===== src/rtl/mem_stage_pkg.sv =====
// Shared definitions for the MEM stage: opcodes, funct3 width codes, FSM states.
// Latency: n/a (constants and one pure helper function).
// Backpressure: n/a.
package mem_stage_pkg;

  localparam logic [6:0]  LOAD     = 7'b0000011;
  localparam logic [6:0]  STORE    = 7'b0100011;
  localparam logic [6:0]  ALOPI    = 7'b0010011;
  localparam logic [31:0] ZeroWord = 32'h0000_0000;

  localparam logic [2:0] F3_B  = 3'b000;
  localparam logic [2:0] F3_H  = 3'b001;
  localparam logic [2:0] F3_W  = 3'b010;
  localparam logic [2:0] F3_BU = 3'b100;
  localparam logic [2:0] F3_HU = 3'b101;

  typedef enum logic [1:0] {
    IDLE   = 2'd0,
    ACCESS = 2'd1,
    DONE   = 2'd2
  } state_e;

  // Bytes moved by an access; any undefined width code is a full word.
  function automatic logic [2:0] byte_count(input logic [2:0] f3);
    logic [2:0] n;
    case (f3)
      F3_B, F3_BU: n = 3'd1;
      F3_H, F3_HU: n = 3'd2;
      default:     n = 3'd4;
    endcase
    return n;
  endfunction

endpackage


===== src/rtl/mem_stage_load_extend.sv =====
// Sign/zero extension of the assembled load buffer according to funct3.
// Latency: purely combinational.
// Backpressure: none; output follows inputs.
module load_extend
  import mem_stage_pkg::*;
(
  input  logic [31:0] data_i,
  input  logic [2:0]  funct3_i,
  output logic [31:0] ext_o
);

  // Pick the extension rule; undefined codes pass the full word like LW.
  always_comb begin
    ext_o = data_i;
    case (funct3_i)
      F3_B:    ext_o = {{24{data_i[7]}}, data_i[7:0]};
      F3_H:    ext_o = {{16{data_i[15]}}, data_i[15:0]};
      F3_BU:   ext_o = {24'h000000, data_i[7:0]};
      F3_HU:   ext_o = {16'h0000, data_i[15:0]};
      default: ext_o = data_i;
    endcase
  end

endmodule


===== src/rtl/mem_stage.sv =====
// RV32I MEM stage: serialises loads/stores into little-endian byte accesses, passes others through.
// Latency: non-memory 0 cycles; memory op with zero-wait acks stalls N+1 cycles, result in cycle N+2.
// Backpressure: stall_req holds upstream; rdy_in=0 freezes all state and ignores mem_ack.
module mem_stage
  import mem_stage_pkg::*;
#(
  parameter int ADDR_WIDTH = 32
) (
  input  logic                  clk_in,
  input  logic                  rst_in,
  input  logic                  rdy_in,
  input  logic [4:0]            rd_addr,
  input  logic [31:0]           rd_val,
  input  logic [6:0]            ins_type,
  input  logic [2:0]            funct3,
  input  logic [31:0]           st_val,
  output logic                  mem_req,
  output logic                  mem_we,
  output logic [ADDR_WIDTH-1:0] mem_addr,
  output logic [7:0]            mem_wdata,
  input  logic [7:0]            mem_rdata,
  input  logic                  mem_ack,
  output logic                  stall_req,
  output logic [4:0]            output_rd_addr,
  output logic [31:0]           output_rd_val,
  output logic [6:0]            output_ins_type
);

  state_e      state_q, state_d;
  logic [1:0]  byte_idx_q, byte_idx_d;
  logic [31:0] data_q, data_d;

  logic        is_load;
  logic        is_store;
  logic        is_mem;
  logic [2:0]  n_bytes;
  logic        last_byte;
  logic [31:0] ext_val;

  assign is_load   = (ins_type == LOAD);
  assign is_store  = (ins_type == STORE);
  assign is_mem    = is_load | is_store;
  assign n_bytes   = byte_count(funct3);
  assign last_byte = ({1'b0, byte_idx_q} == (n_bytes - 3'd1));

  // Address wraps modulo 2^ADDR_WIDTH, so misaligned or top-of-memory accesses need no special case.
  assign mem_addr  = ADDR_WIDTH'(rd_val) + ADDR_WIDTH'(byte_idx_q);
  assign mem_wdata = st_val[{byte_idx_q, 3'b000} +: 8];

  load_extend u_load_extend (
    .data_i   (data_q),
    .funct3_i (funct3),
    .ext_o    (ext_val)
  );

  // Next state: start on a memory op, step bytes on ack, retire after the last byte.
  always_comb begin
    state_d    = state_q;
    byte_idx_d = byte_idx_q;
    data_d     = data_q;
    case (state_q)
      IDLE: begin
        if (is_mem) begin
          state_d    = ACCESS;
          byte_idx_d = 2'd0;
          data_d     = ZeroWord;
        end
      end
      ACCESS: begin
        if (mem_ack) begin
          if (is_load) begin
            data_d[{byte_idx_q, 3'b000} +: 8] = mem_rdata;
          end
          if (last_byte) begin
            state_d = DONE;
          end else begin
            byte_idx_d = byte_idx_q + 2'd1;
          end
        end
      end
      DONE: begin
        state_d    = IDLE;
        byte_idx_d = 2'd0;
      end
      default: begin
        state_d    = IDLE;
        byte_idx_d = 2'd0;
      end
    endcase
  end

  // State register; rdy_in low freezes everything, which also drops any ack in that cycle.
  always_ff @(posedge clk_in or posedge rst_in) begin
    if (rst_in) begin
      state_q    <= IDLE;
      byte_idx_q <= 2'd0;
      data_q     <= ZeroWord;
    end else if (rdy_in) begin
      state_q    <= state_d;
      byte_idx_q <= byte_idx_d;
      data_q     <= data_d;
    end
  end

  // Outputs: bubble by default; reset gates them so they drop the instant rst_in rises.
  always_comb begin
    mem_req         = 1'b0;
    mem_we          = 1'b0;
    stall_req       = 1'b0;
    output_rd_addr  = 5'd0;
    output_rd_val   = ZeroWord;
    output_ins_type = ALOPI;
    if (!rst_in) begin
      case (state_q)
        IDLE: begin
          if (is_mem) begin
            stall_req = 1'b1;
          end else begin
            output_rd_addr  = rd_addr;
            output_rd_val   = rd_val;
            output_ins_type = ins_type;
          end
        end
        ACCESS: begin
          mem_req   = 1'b1;
          mem_we    = is_store;
          stall_req = 1'b1;
        end
        DONE: begin
          if (is_store) begin
            output_ins_type = STORE;
          end else begin
            output_rd_addr  = rd_addr;
            output_rd_val   = ext_val;
            output_ins_type = ins_type;
          end
        end
        default: begin
          stall_req = 1'b0;
        end
      endcase
    end
  end

endmodule


===== config.mk =====
export PLATFORM = sky130hd
export DESIGN_NAME = mem_stage
export DESIGN_NICKNAME = d
export VERILOG_FILES = /design/src/rtl/mem_stage_pkg.sv /design/src/rtl/mem_stage_load_extend.sv /design/src/rtl/mem_stage.sv
export SDC_FILE = /design/constraint.sdc
export NUM_CORES = 1
export LEC_CHECK = 0
export CORE_ASPECT_RATIO = 1.25
export CORE_MARGIN = 3
export CORE_UTILIZATION = 30
export DETAILED_ROUTE_END_ITERATION = 10
export REMOVE_ABC_BUFFERS = 1
export SLEW_MARGIN = 40
export SYNTH_ARGS = -nofsm -noshare
export SYNTH_HDL_FRONTEND = slang
export SYNTH_SLANG_ARGS = --single-unit

===== constraint.sdc =====
create_clock -name clk_in -period 3.15 [get_ports clk_in]
set_input_delay 0.63 -clock clk_in [delete_from_list [all_inputs] [get_ports clk_in]]
set_output_delay 0.63 -clock clk_in [all_outputs]
set_load 0.005 [all_outputs]

# Yosys cells after proc, flatten, opt, wreduce, memory -nomap -nowiden
# Cells that the tools add are included.
# classes
addsub	4
n_eq_ne	13
shift	3
muxes	34
bitwise_logic	1
reduce_logical	8
# ops
operator	count
2-to-1 mux 32 bit	6
one-hot mux 32 bit (2 select lines)	2
one-hot mux 32 bit (4 select lines)	1
adder 32 x 2 -> 32 bit	1
bitwise mux 32 bit	1
variable shift 8 x 7 -> 32 bit, first input constant	1
indexed part select 32 x 6 -> 8 bit	1
indexed part select 8 x 7 -> 32 bit	1
2-to-1 mux 7 bit	3
2-to-1 mux 5 bit	3
one-hot mux 7 bit (2 select lines)	1
2-to-1 mux 2 bit	6
!= test 2 bit, second input constant	5
one-hot mux 5 bit (2 select lines)	1
one-hot mux 2 bit (2 select lines)	2
AND reduction 4 bit	2
== test 7 x 2 -> 1 bit, second input constant	1
== test 7 x 6 -> 1 bit, second input constant	1
negation 5 -> 7 bit	1
== test 3 bit, second input constant	2
2-to-1 mux 1 bit	6
one-hot mux 3 bit (2 select lines)	1
AND reduction 5 bit	1
OR reduction 2 bit	2
11 further kinds	11
# totals
regBits	36
inputBits	91
out_inout_bits	87
wordCells	66

# Logic depth before layout (Yosys ltp)
# depth
word_depth	8
ltp_mapped	8
depth_no_buf	7

# Hierarchy
# From an unflattened synthesis, not the netlist that was laid out.
# hier_totals
hier_cells	458
hier_area_um2	3589.7
# modules_own_cells
mod	instances	cells_per_inst	area_per_inst_um2	seq_area_each_um2
mem_stage	1	391	3234.4	900.9
load_extend	1	67	355.3	0.0

# Least setup slack after synthesis
# OpenSTA, ideal clock, no wires.
# synth_path
path_kind	input -> output
startpoint	input rst_in
endpoint	output output_rd_addr[0]
arrival_time_ns	2.144
t_required_ns	2.520
path_slack_ns	0.376
stages	4
n_path_buf	0
path_cell_list	inv_1 > nand2_1 > a31oi_1 > and2_1
# synth_between
elab_chain_len	1
# synth_lines
element	line_no	rtl
start, declared	mem_stage.sv:10	input logic rst_in,
2-to-1 mux 5 bit	mem_stage.sv:113	if (!rst_in) begin
end, declared	mem_stage.sv:24	output logic [4:0] output_rd_addr,
# Every way passes these cells.

# Worst setup path in the final report
# layout_path
startpoint	input ins_type[1]
endpoint	output output_rd_val[30]
# layout_between
elab_chain_len	5
word_cells_on_any_way	7
classes_between	2 x eq/ne; 4 x mux; 1 x bitwise
# layout_lines
element	line_no	rtl
start, declared	mem_stage.sv:14	input logic [6:0] ins_type,
== test 7 x 2 -> 1 bit / == test 7 x 6 -> 1 bit (equally long branches)	mem_stage.sv:40, mem_stage.sv:41	
bitwise OR 1 bit	mem_stage.sv:42	assign is_mem = is_load | is_store;
2-to-1 mux 32 bit	mem_stage.sv:116	if (is_mem) begin
one-hot mux 32 bit (2 select lines) *	mem_stage.sv:114	case (state_q)
2-to-1 mux 32 bit *	mem_stage.sv:113	
end, declared	mem_stage.sv:25	output logic [31:0] output_rd_val,
# Mark *: on every way between the ends. The rest lies on a longest branch, timed or not.

==> metrics <==
DRT iter0 DRCs=~150; CTS buffer count=5; worst-path maximum fanout=10; die height=126 um; initial antenna violation count=0; post-synthesis async set-or-reset flop share=between 90% and 100%; DRC viols=0; Post-Place Cells=just under 800; max_cap viols=0; synthesis-to-layout area growth=87.1%; post-placement cell area=between 0.005 and 0.006 mm2; layout cell share with drive strength beyond 1=24.7%; Die ar.=0.0128 mm2; Hold Vio Cnt, Final=0; drt pass-1 iters=4; pin count of the biggest net entering global routing=37; clock transition at the registers of the reported paths=about 60 ps; Setup Viol. Count Final=0; pwr/cell area=between 400 and 500 mW/mm2; hold_sp=data_q[2]; Fillers=1,042; worst relative slew slack=between 40% and 50%; via count=4,222; final WL=14,300 um; critical path's top delay family=buffers and inverters; crit end category=output port; FF-to-FF setup slack=860 ps; final antenna-violating net count=0; synth cell count leaders=nand2_1 (71), inv_1 (45), nor2_1 (41); Total GRT Usage=21.3%; post-layout minimum cycle time=3080 ps; Buf/Inv on CP=4; count leader, synth=nand2_1; fin worst setup slack=between 70 and 80 ps; Port Buf Inserts=177; CTS Root Cell=clkbuf_16; post-synth top area cell=dfrtp_1; standard-cell rows=43; Max H-tree Level=2; Worst Skew=2.18 ps; hold path depth=2; ranking of synthesized cells by area=dfrtp_1 (26%), mux2i_1 (9.6%), nand2_1 (7.7%); CP Launch Type=primary input; Hold Crit Endpoint=data_q[2]; TritonCTS Sinks=36; number of synthesized flops with an enable pin=0; Initial Util=30.8%; Post-DP HPWL=10,600 um; Vias/cell=5.14; required time of the critical path=2520 ps; worst reg2reg startpoint=byte_idx_q[0]; CP arrival=between 2000 and 2500 ps; die width=between 100 and 150 um; Avg WL per Cell=17.4 um; critical-path cell list=clkdlybuf4s50_1 -> and4bb_4 -> a311oi_4 -> buf_6 -> bufbuf_16 -> a32oi_1 -> nor2_1 -> dlygate4sd2_1; Ys Warns=0; top_reg_cell synth=dfrtp_1; final core area utilization=between 50 and 60%; final max-slew violation count=0; LEAKAGE=3.17 nW; Synth Instances=431; fin area=~0.0065 mm2; Ant. Diodes=0; CP max stage delay=480 ps; CTS tree=done; reg2reg path depth=6; Peak VDD IR=between 0.2 and 0.3 mV; first-pass GRT wire length=21,900 um; highest clock rate=325 MHz; Ports=178; core area=0.0112 mm2; status=complete, no violations; NumNets Final=785; Sum Neg Setup Slack=0 ps; GPL Wtd Cong=0.886; Seq/Total Area, Yosys=26.1%; Hold Crit Class=flip-flop to flip-flop; Synth top area share=26.1%; syn avg cell area=~8 um2; crit path max-delay cell type=clkdlybuf4s50_1; Slew @ Worst Pin=about 860 ps; final critical-path share of the clock period=between 90% and 100%; CTS Buffer Depth=2; crit path kind=primary input to output port; pre-CTS WS=-523 ps; Skew-Pair Late Insertion Delay=280 ps; Yosys cell types=53; R2R Path End=data_q[2]; GRT overflow=0; Post-CTS Hold Buffers=0; Post-Syn Area=0.00345 mm2; vias in the first global route=4,399; Non-Filler Instances=822; Synth Register Bits=36
[layer usage]
metal | up-vias | wire [um] | track usage (%)
met5 | - | 0 | 0
met4 | 0 | 277 | 4.79
met3 | 21 | 883 | 3.38
met2 | 170 | 7460 | 39.8
met1 | 2018 | 5650 | 25.1
li1 | 2013 | - | -
[flip-flops by register name, indices dropped and copies added, names as in the netlist]
| name | flops |
|---|---|
| byte_idx_q | 2 |
| state_q | 2 |
| data_q | 32 |
[cells in the final DEF (no fill, tap or decap), drive strengths merged, types with 6 or more instances in the layout]
cell	n
a21oi	10
a22oi	8
a32oi	16
and2	8
and4	6
buf	97
clkbuf	13
clkdlybuf4s50	104
dfrtp	36
dlygate4sd2	46
dlymetal6s2s	12
ha	7
inv	46
mux2i	33
mux4	8
nand2	71
nand3	8
nand4	7
nor2	41
nor3	13
nor4	10
o211ai	7
o21ai	9
xnor2	13
xor2	18
[metrics by stage]
step	hold slack [ps]	power, mW
6_report	522	2.61
5_1_grt	547	2.77
4_1_cts	525	2.60
3_5_place_dp	514	1.94
3_3_place_gp	502	1.91
2_1_floorplan	493	1.22
[worst max path at each step]
stage,from,cells past startpoint,endpoint,slack (ps)
global placement,rd_val[10],6,mem_addr[30],-470
CTS,ins_type[2],8,output_rd_val[26],-120
floorplan,ins_type[2],4,output_rd_val[0],-660
global route,rd_val[0],10,mem_addr[22],-5
detailed placement,rd_val[12],6,mem_addr[28],-520
finish,ins_type[1],8,output_rd_val[30],70
[cell families (layout without fill, tap and decap cells)]
logic type                 Yosys count  count (layout)  synth area share [%]
buffers and inverters               69             325                  7.76
DFF                                 36              36                  26.1
muxes                               41              41                  14.8
and+or+nand+nor                    185             185                  26.9
adders and majority gates            8               8                  3.12
AOI/OAI and AO/OA                   61              61                  13.4
xor gates and xnor gates            31              31                  7.87
[what timing repair did]
item                       in CTS  in global routing
resized for setup             120                 41
pin swaps                      23                 14
cloned                          3                  0
buffers inserted               23                  5
setup endpoints to repair      67                 29
[area by class of cell]
type                    count  area [um2]  share of cell area (%)
multi-input cells         326        2520                    39.1
well taps                 135         169                    2.62
clock buffers               6         129                    2.00
inverters                  46         173                    2.67
repair buffers            271        2530                    39.1
flip-flops and latches     36         901                    14.0
clock inverters             2        35.0                   0.543
[worst reg2reg max path, stage by stage (launching register included)]
cell	delay (ps)
dfrtp_1	350
buf_4	280
inv_1	150
ha_1	390
nor4b_2	780
nand2_1	120
mux2i_1	150
[report_power, final]
part	internal [mW]	total, mW	switching [mW]	leakage (nW)
clock network	0.372	0.565	0.192	0.0808
logic	0.789	1.45	0.666	2.76
registers	0.538	0.588	0.0502	0.337
total	1.70	2.61	0.909	3.17
Power figures use the tool's default switching activity.
